File: config.mk
export PLATFORM = sky130hd
export DESIGN_NAME = ama_riscv_uart_tx
export DESIGN_NICKNAME = d
export VERILOG_FILES = /design/src/rtl/ama_riscv_uart_tx.sv
export SDC_FILE = /design/constraint.sdc
export NUM_CORES = 1
export LEC_CHECK = 0
export CAP_MARGIN = 20
export CORE_MARGIN = 10
export CORE_UTILIZATION = 50
export CTS_BUF_LIST = sky130_fd_sc_hd__clkbuf_2 sky130_fd_sc_hd__clkbuf_4 sky130_fd_sc_hd__clkbuf_8
export DETAILED_ROUTE_END_ITERATION = 10
export PLACE_DENSITY = 0.79
export SLEW_MARGIN = 20
export SYNTH_ARGS = -nofsm -noshare
export SYNTH_HDL_FRONTEND = slang
export SYNTH_SLANG_ARGS = --single-unit
File: constraint.sdc
create_clock -name clk -period 6.38 [get_ports clk]
set_input_delay 1.914 -clock clk [delete_from_list [all_inputs] [get_ports clk]]
set_output_delay 1.914 -clock clk [all_outputs]
set_load 0.005 [all_outputs]
File: src/rtl/ama_riscv_uart_tx.sv
// UART transmitter for the core's MMIO store path.
// Buffers bytes in a small FIFO and shifts them out as 8N1 frames.
module ama_riscv_uart_tx #(
  parameter int CLKS_PER_BIT = 434,
  parameter int FIFO_DEPTH   = 4
) (
  input  logic       clk,
  input  logic       rst,
  input  logic       store_to_uart,
  input  logic [7:0] mmio_uart_data_in,
  output logic       mmio_data_in_ready,
  output logic       serial_out,
  output logic       tx_busy,
  output logic       tx_overflow
);

  localparam int BW = $clog2(CLKS_PER_BIT);
  localparam int PW = $clog2(FIFO_DEPTH);
  localparam int CW = PW + 1;
  localparam logic [BW-1:0] BAUD_MAX = BW'(CLKS_PER_BIT - 1);
  localparam logic [CW-1:0] CNT_FULL = CW'(FIFO_DEPTH);

  typedef enum logic [1:0] {
    IDLE,
    START,
    DATA,
    STOP
  } state_t;

  state_t        r_state;
  state_t        w_state_nxt;
  logic [BW-1:0] r_baud;
  logic [BW-1:0] w_baud_nxt;
  logic [2:0]    r_bit;
  logic [2:0]    w_bit_nxt;
  logic [7:0]    r_shift;
  logic [7:0]    w_shift_nxt;
  logic          r_tx;
  logic          w_tx_nxt;

  logic [7:0]    r_mem [FIFO_DEPTH];
  logic [PW-1:0] r_wptr;
  logic [PW-1:0] r_rptr;
  logic [CW-1:0] r_cnt;
  logic [CW-1:0] w_cnt_nxt;
  logic          r_ready;
  logic          r_ovf;

  logic          w_push;
  logic          w_pop;
  logic          w_empty;
  logic          w_bit_end;
  logic [7:0]    w_head;

  assign w_push    = store_to_uart && r_ready;
  assign w_empty   = (r_cnt == '0);
  assign w_bit_end = (r_baud == BAUD_MAX);
  assign w_head    = r_mem[r_rptr];
  assign w_cnt_nxt = r_cnt + CW'(w_push) - CW'(w_pop);

  // FIFO storage; pointers alone define which entries are valid
  always_ff @(posedge clk) begin
    if (w_push) begin
      r_mem[r_wptr] <= mmio_uart_data_in;
    end
  end

  // FIFO pointers, occupancy, registered ready and sticky overflow
  always_ff @(posedge clk) begin
    if (rst) begin
      r_wptr  <= '0;
      r_rptr  <= '0;
      r_cnt   <= '0;
      r_ready <= 1'b1;
      r_ovf   <= 1'b0;
    end else begin
      if (w_push) begin
        r_wptr <= r_wptr + 1'b1;
      end
      if (w_pop) begin
        r_rptr <= r_rptr + 1'b1;
      end
      r_cnt   <= w_cnt_nxt;
      r_ready <= (w_cnt_nxt != CNT_FULL);
      if (store_to_uart && !r_ready) begin
        r_ovf <= 1'b1;
      end
    end
  end

  // Transmit FSM state, baud/bit counters, shifter and line register
  always_ff @(posedge clk) begin
    if (rst) begin
      r_state <= IDLE;
      r_baud  <= '0;
      r_bit   <= '0;
      r_shift <= '0;
      r_tx    <= 1'b1;
    end else begin
      r_state <= w_state_nxt;
      r_baud  <= w_baud_nxt;
      r_bit   <= w_bit_nxt;
      r_shift <= w_shift_nxt;
      r_tx    <= w_tx_nxt;
    end
  end

  // Next-state logic; the line value is computed one edge ahead
  always_comb begin
    w_state_nxt = r_state;
    w_baud_nxt  = r_baud;
    w_bit_nxt   = r_bit;
    w_shift_nxt = r_shift;
    w_tx_nxt    = r_tx;
    w_pop       = 1'b0;
    unique case (r_state)
      IDLE: begin
        w_baud_nxt = '0;
        w_tx_nxt   = 1'b1;
        if (!w_empty) begin
          w_pop       = 1'b1;
          w_shift_nxt = w_head;
          w_state_nxt = START;
          w_tx_nxt    = 1'b0;
        end
      end
      START: begin
        if (w_bit_end) begin
          w_baud_nxt  = '0;
          w_bit_nxt   = '0;
          w_state_nxt = DATA;
          w_tx_nxt    = r_shift[0];
        end else begin
          w_baud_nxt = r_baud + 1'b1;
        end
      end
      DATA: begin
        if (w_bit_end) begin
          w_baud_nxt = '0;
          if (r_bit == 3'd7) begin
            w_state_nxt = STOP;
            w_tx_nxt    = 1'b1;
          end else begin
            w_bit_nxt   = r_bit + 3'd1;
            w_shift_nxt = {1'b0, r_shift[7:1]};
            w_tx_nxt    = r_shift[1];
          end
        end else begin
          w_baud_nxt = r_baud + 1'b1;
        end
      end
      STOP: begin
        if (w_bit_end) begin
          w_baud_nxt = '0;
          if (!w_empty) begin
            w_pop       = 1'b1;
            w_shift_nxt = w_head;
            w_state_nxt = START;
            w_tx_nxt    = 1'b0;
          end else begin
            w_state_nxt = IDLE;
            w_tx_nxt    = 1'b1;
          end
        end else begin
          w_baud_nxt = r_baud + 1'b1;
        end
      end
      default: begin
        w_state_nxt = IDLE;
        w_baud_nxt  = '0;
        w_tx_nxt    = 1'b1;
      end
    endcase
  end

  assign serial_out         = r_tx;
  assign mmio_data_in_ready = r_ready;
  assign tx_overflow        = r_ovf;
  assign tx_busy            = (r_state != IDLE) || !w_empty;

endmodule
==> results of run 1 <==
==> registers in the layout, indices dropped and copies added (netlist names), 2 cells and up, named ones only <==
signal   cells
r_state      2
r_rptr       2
r_bit        3
r_wptr       2
r_baud       9
r_shift      8
r_cnt        3
r_mem       32
==> cells by family (layout without fill, tap and decap cells) <==
kind of cell	count (synthesis)	count (layout)	share of synthesized area (%)
mux	18	18	10.2
xor+xnor	10	10	3.06
flops	66	66	57.4
simple gates	63	63	11.5
buf+inv	15	40	2.27
compound gates	29	29	8.31
fa+ha+maj	16	16	7.26
==> stage by stage <==
| stage | worst slack, ns | total power, W |
|---|---|---|
| floorplan | 3.15 | 0.000914 |
| global placement | 2.49 | 0.00101 |
| detailed placement | 2.45 | 0.00102 |
| CTS | 2.47 | 0.00139 |
| global route | 2.35 | 0.00147 |
| finish | 2.49 | 0.00138 |
==> power breakdown <==
group	switching (W)	internal (W)	total, W
Combinational	0.000215	0.000220	0.000435
Sequential	0.0000558	0.000520	0.000575
Clock	0.000151	0.000216	0.000366
Total	0.000422	0.000955	0.00138
==> layer usage <==
metal  share of wire, %  GRT usage, %  vias to the layer above
met5                  0             0                        -
met4                1.6          5.16                        0
met3                5.4          4.16                       10
met2                 48          18.4                       30
met1                 45          13.6                      809
li1                   -             -                      841
==> layout make-up <==
class / instances / area share, %
Inverter: 11 / 1.26
Timing Repair Buffer: 14 / 4.28
Tap cell: 72 / 2.75
Multi-Input combinational cell: 136 / 35.2
Clock inverter: 6 / 2.52
Sequential cell: 66 / 50.2
Clock buffer: 9 / 3.78
==> layout by cell type, fill, tap and decap left out, types with 8 or more instances in the layout <==
cell,n
ha_1,15
inv_1,11
clkbuf_8,9
nand2_1,13
a22o_1,9
dfxtp_1,34
mux4_2,8
mux2_2,9
nor2_1,22
clkdlybuf4s50_1,14
edfxtp_1,32
xnor2_1,8
==> how the worst max path moves through the flow <==
stage                                         end  slack, ns
detailed placement  mmio_data_in_ready$_SDFF_PP1_       2.45
CTS                                       tx_busy       2.47
finish                                    tx_busy       2.49
global placement    mmio_data_in_ready$_SDFF_PP1_       2.49
floorplan           mmio_data_in_ready$_SDFF_PP1_       3.15
global route                              tx_busy       2.35
==> flow_summary.json, run 1 <==
{
  "ios": 15,
  "syn_nets": 244,
  "critPathRequiredTime_ns": 4.47,
  "ir_worst_vdd_mv": 0.219,
  "drc": 0,
  "final-hold-violation-count": 0,
  "postCtsSetupBuffers": 0,
  "start_util_pct": 51.6,
  "n_antenna_cell": 0,
  "worstHoldStart": "r_baud[0]$_SDFF_PP0_",
  "slew_viol_final": 0,
  "dp.final_hpwl_um": 3360,
  "tns_ns": 0,
  "dr.first_iter.drc_count": 85,
  "grt_max_degree": 16,
  "synthMostInstantiatedCell": "dfxtp_1",
  "numCtsBuffers": 9,
  "synthArstFlopShare_pct": 0,
  "ys_seq_elements": 66,
  "start_kind": "register",
  "synth_area_per_cell_um2": 13.2,
  "synth_flop_cell": "dfxtp_1",
  "drv_cap": 0,
  "min_period_over_period_pct": 60.9,
  "synth_cells": 217,
  "wl_per_cell_um": 15.2,
  "critPathTopFamily": "simple AND/OR/NAND/NOR gates",
  "overflow": 0,
  "synth-edff-count": 32,
  "synth.area.top_cells": "edfxtp_1 (34%), dfxtp_1 (24%), ha_1 (6.6%)",
  "seqCellArea_mm2": 0.00164,
  "hold_depth": 1,
  "cp-end-kind": "output port",
  "multi_input_area_mm2": 0.00115,
  "grt_pass1_wl_um": 8110,
  "cp.depth": 3,
  "period_needed_ns": 3.89,
  "design_area_mm2": 0.00327,
  "hold_path_class": "register to register",
  "path_buf_inv": 1,
  "cts_tree": "built",
  "cts_resized": 0,
  "ys_top_cells_by_count": "dfxtp_1 (34), edfxtp_1 (32), nor2_1 (22)",
  "post-route-util_pct": 59.1,
  "criticalPathCategory": "register to output port",
  "grt_pass1_vias": 1713,
  "reg2regPathDepth": 12,
  "status": "finished, final reports clean",
  "antenna_found_initial": 0,
  "fin_nets": 265,
  "setup_viol": 0,
  "fmax_ghz": 0.257,
  "track_usage_pct": 11.5,
  "skew_ns": 0.00759,
  "postPlaceCellArea_mm2": 0.00307,
  "seq_area_frac_synth_pct": 57.4,
  "path_cells": "nor3_1 > nand2_1 > clkdlybuf4s50_1",
  "crit_start": "r_cnt[1]$_SDFF_PP0_",
  "hold_end": "r_baud[0]$_SDFF_PP0_",
  "fp.dieW_um": 95.6,
  "yosysTopAreaCell": "edfxtp_1",
  "coreArea_mm2": 0.00554,
  "dieArea_mm2": 0.00915,
  "ant_nets": 0,
  "final_cells": 314,
  "num_rows": 27,
  "yosys_warnings": 0,
  "cts_sinks": 66,
  "rsz0062_at_grt": "false",
  "drt-vias-per-instance": 5.38,
  "timing.hold.ws_ns": 0.470,
  "netlist_area_mm2": 0.00286,
  "areaGrowthSynthToFinish_pct": 14.4,
  "synth.distinct_cells": 43,
  "crit_arrival_ns": 1.97,
  "routed_wl_um": 4760,
  "drive_gt1_share_pct": 16.9,
  "dr.pass1.iters": 4,
  "nFillCells": 464,
  "max_stage_delay_ns": 0.65,
  "cts_max_path_buffers": 2,
  "timing.rr.end": "mmio_data_in_ready$_SDFF_PP1_",
  "io_buffers": 14,
  "power_density_mw_per_mm2": 421,
  "leakagePower_nw": 1.19,
  "h-tree-depth": 3,
  "post-synth-top-area-fraction_pct": 33.6,
  "clkLatencyLatePin_ns": 0.34,
  "clk_pin_slew_ns": 0.07,
  "max_slew_margin_pct": 48.7,
  "vias": 1690,
  "cts_hold_buf": 0,
  "die_h_um": 95.6,
  "r2r_setup_slack_ns": 3.89,
  "reg2reg_from": "r_baud[1]$_SDFF_PP0_",
  "tightest_slew_ns": 0.763,
  "cp_slowest_cell": "nor3_1",
  "crit_fanout": 7,
  "clockRootBuffer": "clkbuf_8",
  "dp_cells": 299,
  "gp_congestion": 0.812
}
(Power assumes the default switching activity.)
==> inputs of run 2 (changes only) <==
PLACE_DENSITY = 0.82   (was 0.79)
clock period = 3.3 ns   (was 6.38 ns; I/O delays follow)
==> run 2 against run 1 <==
Compared with the run above: critical endpoint unchanged; clock skew fell by 0.00087 ns; sequential share of layout area up 0.21 points; via count is 2.0% higher; critical path depth rose by 1; combinational power is 97% higher; routed wire length increased by 2.3%; core utilization down 0.25 points; clock power is 64% higher; non-clock buffer count increased by 2; final cell count grew 0.96%; register-to-register slack worse by 3.0 ns; first-iteration DRC count decreased by 29%.
==> flow_summary.json, run 2 (synthesis results as in run 1) <==
{
  "wl_per_cell_um": 15.4,
  "critPathRequiredTime_ns": 2.31,
  "antenna_found_initial": 0,
  "postCtsSetupBuffers": 0,
  "dr.pass1.iters": 4,
  "routed_wl_um": 4870,
  "min_period_over_period_pct": 83.2,
  "grt_max_degree": 15,
  "power_w": 0.00257,
  "final-hold-violation-count": 0,
  "n_antenna_cell": 0,
  "tns_ns": 0,
  "cts_tree": "built",
  "clockRootBuffer": "clkbuf_8",
  "coreArea_mm2": 0.00554,
  "cts_hold_buf": 0,
  "fmax_ghz": 0.364,
  "tightest_slew_ns": 0.632,
  "dr.first_iter.drc_count": 60,
  "largest_register_ffs": 32,
  "cp-end-kind": "output port",
  "status": "finished, final reports clean",
  "skew_ns": 0.00672,
  "period_needed_ns": 2.74,
  "clkLatencyLatePin_ns": 0.33,
  "final_cell_mix": "dfxtp_1 (34), edfxtp_1 (32), nor2_1 (22), ha_1 (15), clkdlybuf4s50_1 (14)",
  "ir_worst_vdd_mv": 0.385,
  "die_h_um": 95.6,
  "drive_gt1_share_pct": 18.0,
  "areaGrowthSynthToFinish_pct": 14.0,
  "track_usage_pct": 11.5,
  "fp.dieW_um": 95.6,
  "cts_max_path_buffers": 2,
  "reg_top3": "r_mem: 32 flops, r_baud: 9 flops, r_shift: 8 flops",
  "layout_commonest_cell": "dfxtp_1",
  "overflow": 0,
  "drt-vias-per-instance": 5.44,
  "top_register": "r_mem",
  "ant_nets": 0,
  "slew_viol_final": 0,
  "num_rows": 27,
  "max_slew_margin_pct": 57.5,
  "reg2regPathDepth": 12,
  "h-tree-depth": 3,
  "cts_sinks": 66,
  "crit_fanout": 4,
  "fin_nets": 267,
  "hold_path_class": "register to register",
  "vias": 1724,
  "hold_depth": 1,
  "cts_resized": 0,
  "grt_pass1_vias": 1767,
  "dieArea_mm2": 0.00915,
  "rsz0062_at_grt": "false",
  "setup_viol": 0,
  "crit_arrival_ns": 1.75,
  "criticalPathCategory": "register to output port",
  "gp_congestion": 0.784,
  "power_density_mw_per_mm2": 790,
  "clk_pin_slew_ns": 0.08,
  "leakagePower_nw": 1.18,
  "drc": 0,
  "ios": 15,
  "grt_pass1_wl_um": 8160,
  "numCtsBuffers": 9,
  "post-route-util_pct": 58.8,
  "start_util_pct": 51.6,
  "start_kind": "register",
  "io_buffers": 14,
  "drv_cap": 0,
  "dp.final_hpwl_um": 3400
}
==> run 2: per-layer routing <==
layer | global-route usage (%) | up-vias | part of all wire [%]
li1 | - | 850 | -
met1 | 13.5 | 835 | 47
met2 | 18.5 | 33 | 48
met3 | 4.01 | 6 | 3.9
met4 | 5.53 | 0 | 1.3
met5 | 0 | - | 0
==> run 2: cell type report <==
| type | instances | area [um^2] |
|---|---|---|
| Clock inverter | 7 | 53.8 |
| Sequential cell | 66 | 1640 |
| Multi-Input combinational cell | 136 | 1150 |
| Tap cell | 72 | 90.1 |
| Clock buffer | 9 | 124 |
| Timing Repair Buffer | 16 | 155 |
| Inverter | 11 | 41.3 |
| Fill cell | 449 | 2280 |
==> run 2: worst paths after layout <==
kind                            from  slack [ns]                             to
max reg2reg     r_baud[1]$_SDFF_PP0_        0.85  mmio_data_in_ready$_SDFF_PP1_
min             r_baud[0]$_SDFF_PP0_        0.47           r_baud[0]$_SDFF_PP0_
min reg2reg     r_baud[0]$_SDFF_PP0_        0.47           r_baud[0]$_SDFF_PP0_
max          r_state[0]$_SDFFE_PP0P_        0.56                        tx_busy
==> run 2: stage by stage <==
stage	hold slack [ns]	area (um^2)	worst slack, ns	std cells
after floorplan	0.430	2860	0.992	217
after global placement	0.449	3080	0.341	301
after detailed placement	0.458	3080	0.264	301
after CTS	0.476	3260	0.532	317
after global routing	0.491	3260	0.450	317
final	0.472	3260	0.555	317
==> run 2: worst max-delay path: stages (launching register included) <==
cell and delay (ns):
dfxtp_1 0.41, inv_1 0.12, ha_1 0.28, nand2_1 0.11, clkdlybuf4s50_1 0.50
==> run 2: report_power, final <==
part | leakage [nW] | switching [W] | internal [W]
registers | 0.571 | 0.000112 | 0.00100
logic | 0.520 | 0.000423 | 0.000436
clock network | 0.0839 | 0.000323 | 0.000277
